**src/rtl/fc_classifier.sv**
```systemverilog
// rtl/fc_classifier.sv - final dense layer: image buffer, sequential MAC over weight ROM, argmax
//
// Purpose: collects NUM_IN pooled values from the last pooling stage, then for each
// class streams NUM_IN weights plus one bias from an external synchronous ROM through
// a two-stage pipe, emitting a saturated 12-bit score per class and the argmax digit.
//
// Ports:
//   cnn_clk       clock, all state on rising edge
//   rst_n         asynchronous active-low reset
//   pool_valid    pool_data valid this cycle
//   pool_data     signed 12-bit pooled value
//   weight_addr   ROM address: weight k*NUM_IN+i, bias NUM_CLASSES*NUM_IN+k
//   weight_data   signed 8-bit ROM word, valid one cycle after weight_addr
//   score_valid   one-cycle pulse, score/score_class valid
//   score_class   class index of score
//   score         signed saturated class score
//   result_valid  one-cycle pulse after the last class, digit valid
//   digit         argmax class
//   busy          high while computing
//   err_overrun   sticky, pool_valid seen while not collecting

module fc_classifier #(
    parameter int POOL_PER_MAP = 9,
    parameter int NUM_MAPS     = 12,
    parameter int NUM_IN       = NUM_MAPS * POOL_PER_MAP,
    parameter int NUM_CLASSES  = 10,
    parameter int ADDR_W       = 11
) (
    input  logic              cnn_clk,
    input  logic              rst_n,
    input  logic              pool_valid,
    input  logic [11:0]       pool_data,
    output logic [ADDR_W-1:0] weight_addr,
    input  logic [7:0]        weight_data,
    output logic              score_valid,
    output logic [3:0]        score_class,
    output logic [11:0]       score,
    output logic              result_valid,
    output logic [3:0]        digit,
    output logic              busy,
    output logic              err_overrun
);

    localparam int CNT_W = $clog2(NUM_IN);
    localparam int PH_W  = $clog2(NUM_IN + 4);

    localparam logic [CNT_W-1:0] CNT_LAST = CNT_W'(NUM_IN - 1);
    localparam logic [PH_W-1:0]  PH_BIAS  = PH_W'(NUM_IN);
    localparam logic [PH_W-1:0]  PH_LAST  = PH_W'(NUM_IN + 3);
    localparam logic [3:0]       CLS_LAST = 4'(NUM_CLASSES - 1);

    typedef enum logic [1:0] {
        COLLECT = 2'd0,
        RUN     = 2'd1,
        DONE    = 2'd2
    } state_t;

    state_t state, state_nx;

    logic [CNT_W-1:0]   cnt;
    logic signed [11:0] in_buf [0:NUM_IN-1];

    logic [PH_W-1:0]    ph;
    logic [3:0]         cls;

    logic               s1_valid, s1_bias;
    logic [CNT_W-1:0]   s1_idx;
    logic               s2_valid, s2_bias;
    logic [CNT_W-1:0]   s2_idx;

    logic signed [31:0] acc;
    logic signed [11:0] best;
    logic [3:0]         best_idx;

    logic               collect_wr;
    logic               last_phase;
    logic signed [7:0]  wd;
    logic signed [19:0] prod;
    logic signed [31:0] mac_term;
    logic signed [31:0] shifted;
    logic signed [11:0] score_sat;

    assign collect_wr = (state == COLLECT) && pool_valid;
    assign last_phase = (state == RUN) && (ph == PH_LAST);
    assign busy       = (state == RUN);

    always_ff @(posedge cnn_clk or negedge rst_n) begin
        if (!rst_n) begin
            state <= COLLECT;
        end else begin
            state <= state_nx;
        end
    end

    always_comb begin
        state_nx = state;
        case (state)
            COLLECT: if (collect_wr && (cnt == CNT_LAST)) state_nx = RUN;
            RUN:     if (last_phase && (cls == CLS_LAST)) state_nx = DONE;
            DONE:    state_nx = COLLECT;
            default: state_nx = COLLECT;
        endcase
    end

    // The image buffer needs no reset: every entry is rewritten before it is read.
    always_ff @(posedge cnn_clk) begin
        if (collect_wr) begin
            in_buf[cnt] <= pool_data;
        end
    end

    // Multiply/accumulate operand select. The bias is pre-scaled by 2^7 so that it
    // lands on the same fixed-point grid as the input*weight products.
    always_comb begin
        wd       = weight_data;
        prod     = in_buf[s2_idx] * wd;
        mac_term = s2_bias ? {{17{wd[7]}}, wd, 7'd0} : {{12{prod[19]}}, prod};
        shifted  = acc >>> 7;
        if (shifted > 32'sd2047) begin
            score_sat = 12'sh7FF;
        end else if (shifted < -32'sd2048) begin
            score_sat = 12'sh800;
        end else begin
            score_sat = shifted[11:0];
        end
    end

    always_ff @(posedge cnn_clk or negedge rst_n) begin
        if (!rst_n) begin
            cnt          <= '0;
            ph           <= '0;
            cls          <= '0;
            s1_valid     <= 1'b0;
            s1_bias      <= 1'b0;
            s1_idx       <= '0;
            s2_valid     <= 1'b0;
            s2_bias      <= 1'b0;
            s2_idx       <= '0;
            acc          <= '0;
            best         <= '0;
            best_idx     <= '0;
            weight_addr  <= '0;
            score_valid  <= 1'b0;
            score_class  <= '0;
            score        <= '0;
            result_valid <= 1'b0;
            digit        <= '0;
            err_overrun  <= 1'b0;
        end else begin
            score_valid  <= 1'b0;
            result_valid <= 1'b0;

            if (pool_valid && (state != COLLECT)) begin
                err_overrun <= 1'b1;
            end

            // ROM read stage: the registered address is seen by the ROM one cycle
            // later, so its data arrives while s2 describes it.
            s2_valid <= s1_valid;
            s2_bias  <= s1_bias;
            s2_idx   <= s1_idx;

            case (state)
                COLLECT: begin
                    ph       <= '0;
                    cls      <= '0;
                    acc      <= '0;
                    s1_valid <= 1'b0;
                    s1_bias  <= 1'b0;
                    if (collect_wr) begin
                        cnt <= (cnt == CNT_LAST) ? '0 : cnt + 1'b1;
                    end
                end

                RUN: begin
                    ph <= last_phase ? '0 : ph + 1'b1;

                    if (ph < PH_BIAS) begin
                        weight_addr <= ADDR_W'(cls * NUM_IN + ph);
                        s1_valid    <= 1'b1;
                        s1_bias     <= 1'b0;
                        s1_idx      <= ph[CNT_W-1:0];
                    end else if (ph == PH_BIAS) begin
                        weight_addr <= ADDR_W'(NUM_CLASSES * NUM_IN + cls);
                        s1_valid    <= 1'b1;
                        s1_bias     <= 1'b1;
                    end else begin
                        s1_valid    <= 1'b0;
                        s1_bias     <= 1'b0;
                    end

                    // The pipe is drained by the last phase, so clearing acc there
                    // never collides with a pending accumulate.
                    if (last_phase) begin
                        acc         <= '0;
                        cls         <= cls + 1'b1;
                        score       <= score_sat;
                        score_class <= cls;
                        score_valid <= 1'b1;
                        if ((cls == 4'd0) || (score_sat > best)) begin
                            best     <= score_sat;
                            best_idx <= cls;
                        end
                    end else if (s2_valid) begin
                        acc <= acc + mac_term;
                    end
                end

                DONE: begin
                    cnt          <= '0;
                    s1_valid     <= 1'b0;
                    s1_bias      <= 1'b0;
                    result_valid <= 1'b1;
                    digit        <= best_idx;
                end

                default: begin
                    s1_valid <= 1'b0;
                    s1_bias  <= 1'b0;
                end
            endcase
        end
    end

endmodule

```
**config.mk**
```make
export PLATFORM = sky130hd
export DESIGN_NAME = fc_classifier
export DESIGN_NICKNAME = d
export VERILOG_FILES = /design/src/rtl/fc_classifier.sv
export SDC_FILE = /design/constraint.sdc
export NUM_CORES = 2
export LEC_CHECK = 0
export CELL_PAD_IN_SITES_DETAIL_PLACEMENT = 1
export CELL_PAD_IN_SITES_GLOBAL_PLACEMENT = 2
export CORE_AREA = 10 10 378 380
export CTS_CLUSTER_SIZE = 14
export DETAILED_ROUTE_END_ITERATION = 10
export DIE_AREA = 0 0 388 390
export PLACE_DENSITY_LB_ADDON = 0.1
export SYNTH_ARGS = -nofsm -noshare
export SYNTH_HDL_FRONTEND = slang
export SYNTH_SLANG_ARGS = --single-unit
```
**constraint.sdc**
```tcl
create_clock -name cnn_clk -period 8.9 [get_ports cnn_clk]
set_input_delay 1.78 -clock cnn_clk [delete_from_list [all_inputs] [get_ports cnn_clk]]
set_output_delay 1.78 -clock cnn_clk [all_outputs]
set_load 0.02 [all_outputs]
```
==> insert_results.sql <==
INSERT INTO impl_metrics (metric_group, metric, value, unit) VALUES
('place', 'post-dp-hpwl', '105', 'mm'),
('route', 'route.detailed.vias_per_inst', '5.73', ''),
('worst_setup_path', 'crit_fanout', '6', ''),
('worst_setup_path', 'timing.critical_path.arrival', '9.83', 'ns'),
('synth', 'synth_cell_types', '60', ''),
('worst_setup_path', 'timing.rr.end', 'acc[31]$_DFFE_PN0P_', ''),
('place', 'port_buffers', '57', ''),
('worst_setup_path', 'cp-startpoint', 's2_idx[0]$_DFF_PN0_', ''),
('run_status', 'violated_checks', 'negative setup slack', ''),
('route', 'wl_met2', '80.5', 'mm'),
('layout', 'drive_above_1_share', '31.8', '%'),
('sta', 'timing_worst_slew_pin_value', '1.37', 'ns'),
('synth', 'yosys_warnings', '0', ''),
('pwr', 'power_frac_clock', '35.4', '%'),
('synth', 'synth_edf_count', '1296', ''),
('worst_setup_path', 'crit_required', '9.57', 'ns'),
('worst_setup_path', 'critPathMostFrequentCell', 'buf_4', ''),
('worst_setup_path', 'timing_worst_setup_path_type', 'reg2reg', ''),
('sta', 'final.setup.tns', '-1.16', 'ns'),
('route', 'post_drt_wl_per_cell', '29.3', 'um'),
('route', 'routed-wl-met3', '9.96', 'mm'),
('clock_tree', 'max-clock-path-buffers', '3', ''),
('pwr', 'combPwrFrac', '22.5', '%'),
('die', 'initial_utilization', '44.9', '%'),
('route', 'drt_first_iter_violations', '2813', ''),
('global_routing', 'grt_usage', '21.7', '%'),
('global_routing', 'first_global_vias', '34900', ''),
('synth', 'syn-instance-count', '3169', ''),
('sta', 'max_clock_freq', '109', 'MHz'),
('route', 'routedLengthMet1', '67.9', 'mm'),
('layout', 'num-fill-cells', '12100', ''),
('worst_setup_path', 'r2r_cells', '39', ''),
('route', 'via_count', '32000', ''),
('die', 'io-pin-count', '58', ''),
('pwr', 'p_sw', '4.76', 'mW'),
('sta', 'final-setup-viol-count', '9', ''),
('layout', 'most-common-layout-cells', 'edfxtp_1, mux4_2, buf_4', ''),
('synth', 'synth-seq-area-share', '69.2', '%'),
('route', 'detailedRoute.firstPassIterationCount', '5', ''),
('synth', 'synth_largest_type_area_fraction', '64.3', '%'),
('pwr', 'intPower', '13.1', 'mW'),
('synth', 'syn_area_per_cell', '19.1', 'um^2'),
('global_routing', 'grt_ovf', '0', ''),
('layout', 'area_growth', '19.3', '%'),
('place', 'global_placement_routability_congestion', '0.801', ''),
('layout', 'layout.cell_area.non_filler', '0.0722', 'mm^2'),
('worst_setup_path', 'critical_path.endpoint_type', 'flip-flop', ''),
('sta', 'worst_slack', '-0.257', 'ns'),
('pwr', 'power.share.sequential', '42.0', '%'),
('worst_setup_path', 'startpoint_type', 'flip-flop', ''),
('flow_run', 'drv_cap', '0', ''),
('route', 'top_metal_layer_carrying_routed_signals', 'met5', ''),
('worst_setup_path', 'critPathCapture', 'acc[31]$_DFFE_PN0P_', ''),
('worst_setup_path', 'crit_path_max_incr_delay', '0.58', 'ns'),
('pwr', 'static-leakage-power', '25.5', 'nW'),
('clock_tree', 'clkLatencyLatePin', '0.80', 'ns'),
('run_status', 'run_status', 'finished with violations', ''),
('route', 'postRouteWirelength', '164', 'mm'),
('sta', 'finalCritPeriodShare', '103', '%'),
('die', 'design.die.area', '0.151', 'mm^2'),
('sta', 'hold_viol', '0', ''),
('synth', 'synth.largest_area_cell', 'edfxtp_1', ''),
('layout', 'finalNetCount', '3893', ''),
('pwr', 'vdd_drop_max', '0.208', 'mV'),
('sta', 'whs', '0.359', 'ns'),
('worst_hold_path', 'min-delay-path-class', 'reg2reg', ''),
('route', 'drcViolationCount', '0', ''),
('die', 'floorplan.die.height', '390', 'um'),
('route', 'detail-route-antenna-nets', '0', ''),
('global_routing', 'grt_max_degree', '109', ''),
('layout', 'final_common_cell', 'edfxtp_1', '');
==> sequential cells by signal (all words and copies together) (netlist names), 7 cells and up <==
register     count
acc             32
best            12
cnt              7
in_buf        1296
ph               7
s1_idx           7
s2_idx           7
score           12
weight_addr     11
==> power groups by stage <==
stage,logic [mW],registers [mW],clock network [mW]
floorplan,2.09,7.57,0
global placement,3.51,7.62,0
detailed placement,3.65,7.62,0
CTS,3.97,7.49,6.45
global route,4.49,7.49,6.74
finish,4.01,7.49,6.31
==> layer usage <==
layer	global-route usage, %	up-vias
met5	0.733	-
met4	6.97	2
met3	4.52	232
met2	35.8	940
met1	28.9	17200
li1	-	13600
==> synth_stat cells (8+ instances only) <==
library cell	number
a21o_1	23
a21oi_1	64
and2_1	20
buf_1	13
buf_2	28
clkbuf_1	87
dfrtp_1	120
edfxtp_1	1296
fa_1	83
ha_1	109
inv_1	147
mux2_2	35
mux2i_1	8
mux4_2	419
nand2_1	141
nand2b_1	23
nand3_1	25
nand4_1	8
nor2_1	162
nor2b_1	80
nor3_1	13
o21a_1	8
o21ai_0	87
o21bai_1	12
xnor2_1	35
xor2_1	24
==> repair_timing <==
action	in CTS	in global routing
setup buffers	39	12
endpoints found under the setup margin	14	17
pin swaps	54	31
gates resized for setup	97	18
cloned	6	2
==> through the flow <==
stage	utilization [%]	setup WS (ns)	total power [mW]
after global routing	53.5	-0.543	18.7
after CTS	53.4	-0.249	17.9
final	53.5	-0.257	17.8
after global placement	49.0	-0.809	11.1
after detailed placement	49.0	-0.666	11.3
after floorplan	-	0.0124	9.66
==> worst min-delay path by stage <==
stage                     startpoint  depth (start not counted)             endpoint
6_report          s1_valid$_DFF_PN0_                          0   s2_valid$_DFF_PN0_
5_1_grt           s1_valid$_DFF_PN0_                          0   s2_valid$_DFF_PN0_
4_1_cts        s1_idx[4]$_DFFE_PN0P_                          0  s2_idx[4]$_DFF_PN0_
3_5_place_dp      s1_valid$_DFF_PN0_                          0   s2_valid$_DFF_PN0_
3_3_place_gp      s1_valid$_DFF_PN0_                          0   s2_valid$_DFF_PN0_
2_1_floorplan      s1_bias$_DFF_PN0_                          0    s2_bias$_DFF_PN0_
==> critical path, delay by kind of cell (launching register included) <==
kind            cells  cell delay (ns)
buf+inv            10             1.21
simple gates        2             0.11
mux                 4             1.97
flops               1             0.46
compound gates     14             2.67
xor+xnor            2             0.30
fa+ha+maj           7             2.33
==> kinds of logic after synthesis <==
group	count (synthesis)	share of synthesized area, %
AOI/OAI and AO/OA	246	2.46
DFF	1416	69.2
xor gates and xnor gates	59	0.853
adders and majority gates	192	5.00
and+or+nand+nor	497	3.85
buffers and inverters	287	1.92
muxes	472	16.7
==> layout make-up <==
type                            count  area (um^2)  share of cell area (%)
Tap cell                         1781         2230                    3.08
Clock inverter                     94          967                    1.34
Multi-Input combinational cell   1466        17900                    24.7
Inverter                          149          559                   0.774
Sequential cell                  1416        41900                    58.1
Clock buffer                      185         4010                    5.55
Antenna cell                        1         2.50                 0.00346
Timing Repair Buffer              493         4670                    6.47
Note: power is estimated with default switching activity, not from simulation.
